### config.mk
export PLATFORM = sky130hd
export DESIGN_NAME = multicycle_ctrl
export DESIGN_NICKNAME = d
export VERILOG_FILES = /design/src/rtl/multicycle_ctrl.sv
export SDC_FILE = /design/constraint.sdc
export NUM_CORES = 1
export LEC_CHECK = 0
export ABC_CLOCK_PERIOD_IN_PS = 1500
export CAP_MARGIN = 10
export CORE_MARGIN = 2
export CORE_UTILIZATION = 41
export CTS_BUF_LIST = sky130_fd_sc_hd__clkbuf_4
export DETAILED_ROUTE_END_ITERATION = 7
export PLACE_DENSITY = 0.81
export SLEW_MARGIN = 20
export SYNTH_ARGS = -nofsm -noshare
export SYNTH_HDL_FRONTEND = slang
export SYNTH_SLANG_ARGS = --single-unit
### constraint.sdc
create_clock -name clk -period 1.5 [get_ports clk]
set_input_delay 0.3 -clock clk [delete_from_list [all_inputs] [get_ports clk]]
set_output_delay 0.3 -clock clk [all_outputs]
set_load 0.03 [all_outputs]
### src/rtl/multicycle_ctrl.sv
// Multicycle control unit for an RV32I-style datapath.
// Sequences FETCH -> DECODE -> EXEC -> (MEM) -> (WB) for each instruction.
// Any unsupported opcode parks the FSM in TRAP until reset.
// Outputs are decoded from the state register, the latched opcode and the
// two handshake inputs (mem_ready in FETCH/MEM, br_cond in EXEC).
module multicycle_ctrl (
    input  logic       clk,
    input  logic       rst,
    input  logic [6:0] opcode,
    input  logic       br_cond,
    input  logic       mem_ready,
    output logic [2:0] state,
    output logic       pc_we,
    output logic       pc_src,
    output logic       ir_we,
    output logic       memread,
    output logic       memwrite,
    output logic       regwr,
    output logic       alu_src_a,
    output logic       alu_src_b,
    output logic [1:0] wb_sel,
    output logic       instr_done,
    output logic       illegal
);

    typedef enum logic [2:0] {
        S_FETCH  = 3'd0,
        S_DECODE = 3'd1,
        S_EXEC   = 3'd2,
        S_MEM    = 3'd3,
        S_WB     = 3'd4,
        S_TRAP   = 3'd5
    } state_t;

    localparam logic [6:0] OP_LOAD   = 7'b0000011;
    localparam logic [6:0] OP_STORE  = 7'b0100011;
    localparam logic [6:0] OP_OP     = 7'b0110011;
    localparam logic [6:0] OP_OPIMM  = 7'b0010011;
    localparam logic [6:0] OP_BRANCH = 7'b1100011;
    localparam logic [6:0] OP_JAL    = 7'b1101111;
    localparam logic [6:0] OP_JALR   = 7'b1100111;
    localparam logic [6:0] OP_LUI    = 7'b0110111;
    localparam logic [6:0] OP_AUIPC  = 7'b0010111;

    localparam int NUM_SUPPORTED = 9;
    localparam logic [7*NUM_SUPPORTED-1:0] SUPPORTED = {
        OP_AUIPC, OP_LUI, OP_JALR, OP_JAL, OP_BRANCH,
        OP_OPIMM, OP_OP, OP_STORE, OP_LOAD
    };

    state_t     state_reg;
    logic [6:0] op_q;
    logic       blank_reg;     // high in the cycle right after a reset edge
    logic       illegal_reg;

    logic [NUM_SUPPORTED-1:0] sup_hit;
    logic                     opcode_ok;

    // One comparator per supported opcode; DECODE only needs the OR.
    genvar gi;
    generate
        for (gi = 0; gi < NUM_SUPPORTED; gi++) begin : g_sup
            assign sup_hit[gi] = (opcode == SUPPORTED[gi*7 +: 7]);
        end
    endgenerate
    assign opcode_ok = |sup_hit;

    // Instruction class of the latched opcode, used from EXEC onward.
    logic is_load, is_store, is_op, is_branch, is_jal, is_jalr, is_auipc;
    assign is_load   = (op_q == OP_LOAD);
    assign is_store  = (op_q == OP_STORE);
    assign is_op     = (op_q == OP_OP);
    assign is_branch = (op_q == OP_BRANCH);
    assign is_jal    = (op_q == OP_JAL);
    assign is_jalr   = (op_q == OP_JALR);
    assign is_auipc  = (op_q == OP_AUIPC);

    // State transitions, opcode latch, sticky illegal flag and the
    // post-reset blanking flag.
    always_ff @(posedge clk) begin
        if (rst) begin
            state_reg   <= S_FETCH;
            op_q        <= '0;
            blank_reg   <= 1'b1;
            illegal_reg <= 1'b0;
        end else begin
            blank_reg <= 1'b0;
            case (state_reg)
                // No request is issued while blanked, so a stray mem_ready
                // in that cycle must not advance the FSM.
                S_FETCH: if (!blank_reg && mem_ready) state_reg <= S_DECODE;
                S_DECODE: begin
                    op_q <= opcode;
                    if (opcode_ok) begin
                        state_reg <= S_EXEC;
                    end else begin
                        state_reg   <= S_TRAP;
                        illegal_reg <= 1'b1;
                    end
                end
                S_EXEC: begin
                    if (is_load || is_store) state_reg <= S_MEM;
                    else if (is_branch)      state_reg <= S_FETCH;
                    else                     state_reg <= S_WB;
                end
                S_MEM: begin
                    if (mem_ready) state_reg <= is_store ? S_FETCH : S_WB;
                end
                S_WB:    state_reg <= S_FETCH;
                S_TRAP:  state_reg <= S_TRAP;
                default: state_reg <= S_FETCH;
            endcase
        end
    end

    // Datapath controls decoded from state, op_q and handshake inputs.
    always_comb begin
        pc_we      = 1'b0;
        pc_src     = 1'b0;
        ir_we      = 1'b0;
        memread    = 1'b0;
        memwrite   = 1'b0;
        regwr      = 1'b0;
        alu_src_a  = 1'b0;
        alu_src_b  = 1'b0;
        wb_sel     = 2'd0;
        instr_done = 1'b0;
        case (state_reg)
            S_FETCH: begin
                if (!blank_reg) begin
                    memread = 1'b1;
                    ir_we   = mem_ready;
                end
            end
            S_EXEC: begin
                alu_src_a = is_jal || is_auipc;
                alu_src_b = !(is_op || is_branch);
                if (is_branch) begin
                    pc_we      = 1'b1;
                    pc_src     = br_cond;
                    instr_done = 1'b1;
                end
            end
            S_MEM: begin
                memread  = is_load;
                memwrite = is_store;
                if (is_store && mem_ready) begin
                    pc_we      = 1'b1;
                    instr_done = 1'b1;
                end
            end
            S_WB: begin
                regwr      = 1'b1;
                pc_we      = 1'b1;
                instr_done = 1'b1;
                pc_src     = is_jal || is_jalr;
                if (is_load)                wb_sel = 2'd1;
                else if (is_jal || is_jalr) wb_sel = 2'd2;
                else                        wb_sel = 2'd0;
            end
            default: ;
        endcase
    end

    assign state   = state_reg;
    assign illegal = illegal_reg;

endmodule

-- After elaboration in Yosys (flattened, before gate mapping)
Index checks and enable logic that the tools add are counted.
- word-level logic and storage cells: 64
- bits in registers: 12
- input port bits: 11
- equal/unequal tests: 23
- multiplexer cells: 24
- bitwise operators: 1
- reduce and logical (&&, ||, !) cells: 12
- operators with widths (operator ; count):
    $eq 7x7->1 const B ; 6
    $eq 7x6->1 const B ; 5
    $eq 7x5->1 const B ; 3
    $mux 3 ; 6
    $pmux 3 s5 ; 1
    $eq 7x2->1 const B ; 2
    $mux 1 ; 11
    $reduce_or 9->1 ; 1
    $eq 3x2->1 const B ; 2
    $eq 3x3->1 const B ; 2
    $mux 2 ; 3
    $logic_or 1x1->1 ; 4
    $ne 2x2->1 const B ; 2
    $pmux 1 s2 ; 2
    $reduce_and 2->1 ; 2
    $eq 3x1->1 const B ; 1
    $logic_not 3->1 ; 1
    $pmux 1 s3 ; 1
    $logic_and 1x1->1 ; 2
    $logic_not 1->1 ; 2
    $not 1->1 ; 1

-- Longest topological paths before layout
- depth after elaboration: 5
- mapped depth: 6
- depth with buffers taken out: 4

-- Worst setup path before layout
No wires, ideal clock.
- kind: flip-flop to output port
- start: register state_reg[1] (netlist: state[1])
- end: output port alu_src_a
- arrival time: 2.375 ns
- slack: -1.175 ns
- data required time: 1.200 ns
- cell stages (with the launch flop): 4
- cells stage by stage: dfxtp_1 > clkbuf_1 > nand2_1 > a2111oi_0
- word-level cells in the longest chain between the ends: 2
- ends and longest elaborated chain (item ; RTL line ; source):
    from (decl) ; 51 ; state_t state_reg;
    from (signal assigned) ; 107 ; if (mem_ready) state_reg <= is_store ? S_FETCH : S_WB;
    $eq 3x2->1 ; 128 ; case (state_reg)
    $mux 1 ; 128 ;
    to (decl) ; 19 ; output logic alu_src_a,
No other way between the ends.

-- Worst setup path after layout
- start: register op_q[3]
- end: output port instr_done
- word-level cells in the longest chain between the ends: 4
- elaborated cells on any way between the ends: 6
- classes of those cells: eq/ne: 2; mux: 3; reduce/logical: 1
- ends and longest elaborated chain (item ; RTL line ; source):
    from (decl) ; 52 ; logic [6:0] op_q;
    from (signal assigned) ; 93 ; op_q <= opcode;
    $eq 7x6->1 ; 71 ; assign is_store = (op_q == OP_STORE);
    $logic_and 1x1->1 ; 147 ; if (is_store && mem_ready) begin
    $mux 1 ; 147 ;
    $pmux 1 s3 * ; 128 ;
    to (decl) ; 22 ; output logic instr_done,
Mark *: on every way between the ends. The rest lies on a longest branch, timed or not.

==> flow_metrics.env <==
export IMPL_timing_setup_tns_ps=-4320
export IMPL_seq_area_frac_synth_pct=31.8
export IMPL_rows=15
export IMPL_vias=1044
export IMPL_grt_pass1_vias=962
export IMPL_hold_depth=2
export IMPL_fin_ws_ps=-540
export IMPL_period_share_pct=136
export IMPL_setup_viol=12
export IMPL_tightest_slew_ps=357
export IMPL_cp_required_ps=1200
export IMPL_cts_path_max_buffers=2
export IMPL_r2r_cells=4
export IMPL_fin_crit_ps=2040
export IMPL_syn2layout_area_growth_pct=94.4
export IMPL_numCtsBuffers=3
export IMPL_drt_iter0_markers=34
export IMPL_clk_pin_slew_ps=70
export IMPL_final_hold_violation_count=0
export IMPL_cts_tree="built"
export IMPL_gp_congestion=0.906
export IMPL_overflow=0
export IMPL_cts_root_buf="clkbuf_4"
export IMPL_port_buffers=25
export IMPL_max_cap_viol_count=0
export IMPL_start_util_pct=43.7
export IMPL_synthDistinctLibCells=34
export IMPL_synth_area_sq_um=754
export IMPL_ioPinCount=26
export IMPL_irDropWorstVdd_v=0.000552
export IMPL_synth_top_cell_by_area="dfxtp_1"
export IMPL_ant_nets=0
export IMPL_rsz0062_at_grt="yes"
export IMPL_die_w_um=46.9
export IMPL_crit_type="reg -> out"
export IMPL_synth_seq_cells=12
export IMPL_pre_cts_ws_ps=-193
export IMPL_first_pass_iters=4
export IMPL_drive_gt1_share_pct=52.3
export IMPL_drc=0
export IMPL_synth_top_area_share_pct=31.8
export IMPL_synth_edf_count=0
export IMPL_syn_area_per_cell_sq_um=7.62
export IMPL_syn_nets=110
export IMPL_hold_path_class="reg -> reg"
export IMPL_die_height_um=46.9
export IMPL_core_area_sq_mm=0.00173
export IMPL_cp_start_kind="register"
export IMPL_slew_headroom_pct=76.3
export IMPL_failed_checks="setup timing"
export IMPL_n_antenna_cell=0
export IMPL_grt_pass1_wl_um=4080
export IMPL_slowest_stage="or3_4"
export IMPL_htree_levels=1
export IMPL_largest_reg_flops=7
export IMPL_p_leak_nw=0.614
export IMPL_clk_latency_ps=270
export IMPL_antenna_found_initial=0
export IMPL_path_cells="nand4bb_4, or3_4, nor3_4, a211o_4, buf_4"
export IMPL_clkSinkCount=12
export IMPL_final_nets=165
export IMPL_routedWlPerCell_um=17.5
export IMPL_max_freq_ghz=0.490
export IMPL_synthFlopType="dfxtp_1"
export IMPL_netlist_instances=99
export IMPL_ys_warn_count=0
export IMPL_via_per_inst=5.87
export IMPL_power_density_mw_per_mm2=568
export IMPL_path_max_fanout=3
export IMPL_fin_skew_ps=2.45
export IMPL_crit_path_end_kind="primary output"
export IMPL_run_status="finished with violations"
export IMPL_worst_ep_arrival_time_ps=1740
export IMPL_totalWireLength_um=3110
export IMPL_slowest_delay_ps=380
export IMPL_synth_area_leaders="dfxtp_1 (32%), o21ai_0 (8.0%), nand2_1 (5.5%)"
export IMPL_drv_slew=0
export IMPL_grt_max_degree=14
export IMPL_die_area_sq_mm=0.00220
export IMPL_dpl_hpwl_um=1830
export IMPL_track_usage_pct=26.2
export IMPL_async_reset_ff_share_pct=0
[metrics by stage]
stage	area, sq um	power [W]	utilization, %	hold slack, ps	cells
6_report	1470	0.000833	84.9	544	178
3_3_place_gp	1260	0.000582	72.9	521	169
5_1_grt	1470	0.000860	84.9	543	178
3_5_place_dp	1260	0.000591	72.9	551	169
2_1_floorplan	851	0.000482	-	328	99
4_1_cts	1400	0.000815	81.0	527	177
[worst max-delay path, delay by kind of cell (launching register included)]
| kind | cells | cell delay [ps] |
|---|---|---|
| buffers and inverters | 1 | 150 |
| AO/OA/AOI/OAI | 1 | 170 |
| flip-flops | 1 | 330 |
| AND/OR/NAND/NOR | 3 | 820 |
[layout by cell type (no fill, tap or decap), types with 2 or more instances in the layout]
master	n
a21oi_1	7
a31o_2	2
and3_1	2
buf_4	32
buf_6	11
clkbuf_4	3
clkdlybuf4s50_1	10
dfxtp_1	4
dfxtp_2	5
dfxtp_4	3
dlygate4sd2_1	4
inv_1	2
inv_4	2
nand2_1	10
nand2b_1	3
nand3_2	2
nor2_1	3
nor2b_1	4
nor3_4	7
o21ai_0	12
or3_4	2
[power breakdown]
part | switching (W) | internal, W
Sequential | 0.0000260 | 0.000336
Combinational | 0.000138 | 0.000130
Clock | 0.000106 | 0.0000964
Total | 0.000270 | 0.000562
[repair_timing]
action	in CTS	in global routing
pin swaps	5	3
cloned	0	0
setup endpoints to repair	17	12
setup buffers	4	2
gates resized for setup	31	12
hold buffers	0	0
[layout make-up]
class                      instances  area, sq um
tap                               25         31.3
clock buffer                       3         22.5
timing repair buffer              57          499
clock inverter                     1         3.75
sequential                        12          258
fill                              98          260
inverter                           5         23.8
multi-input combinational         75          628
[synthesized netlist by cell type, types with 2 or more instances]
| cell type | n |
|---|---|
| a31o_2 | 2 |
| o21ai_0 | 12 |
| a21oi_1 | 7 |
| inv_1 | 5 |
| nand2_1 | 11 |
| nor2b_1 | 4 |
| nor3_1 | 8 |
| and3_1 | 2 |
| nor2_1 | 5 |
| dfxtp_1 | 12 |
| clkbuf_1 | 5 |
| nand3_1 | 2 |
| nand2b_1 | 3 |
[cells by family after synthesis]
group                    synth area share, %
adder cells (fa/ha/maj)                 1.33
buffers and inverters                   6.63
AO/OA/AOI/OAI                           27.2
AND/OR/NAND/NOR                         31.8
XOR/XNOR                                1.16
flip-flops                              31.8
[worst paths after layout]
| path | from | to | slack [ps] |
|---|---|---|---|
| setup / recovery | op_q[3]$_SDFFE_PP0N_ | instr_done | -540 |
| setup reg to reg | op_q[3]$_SDFFE_PP0N_ | state[0]$_SDFFE_PP0P_ | -160 |
| hold reg to reg | op_q[4]$_SDFFE_PP0N_ | op_q[4]$_SDFFE_PP0N_ | 540 |
| hold / removal | op_q[4]$_SDFFE_PP0N_ | op_q[4]$_SDFFE_PP0N_ | 540 |
[metal layers]
metal / track usage, % / routed length [um] / share of wire (%) / vias up
met4: 14.4 / 121 / 3.9 / 0
met1: 28.6 / 1200 / 38 / 490
li1: - / - / - / 473
met3: 3.08 / 208 / 6.7 / 15
met2: 48.5 / 1580 / 51 / 66
met5: 0 / 0 / 0 / -
No activity file was read; power rests on OpenSTA's default activity.
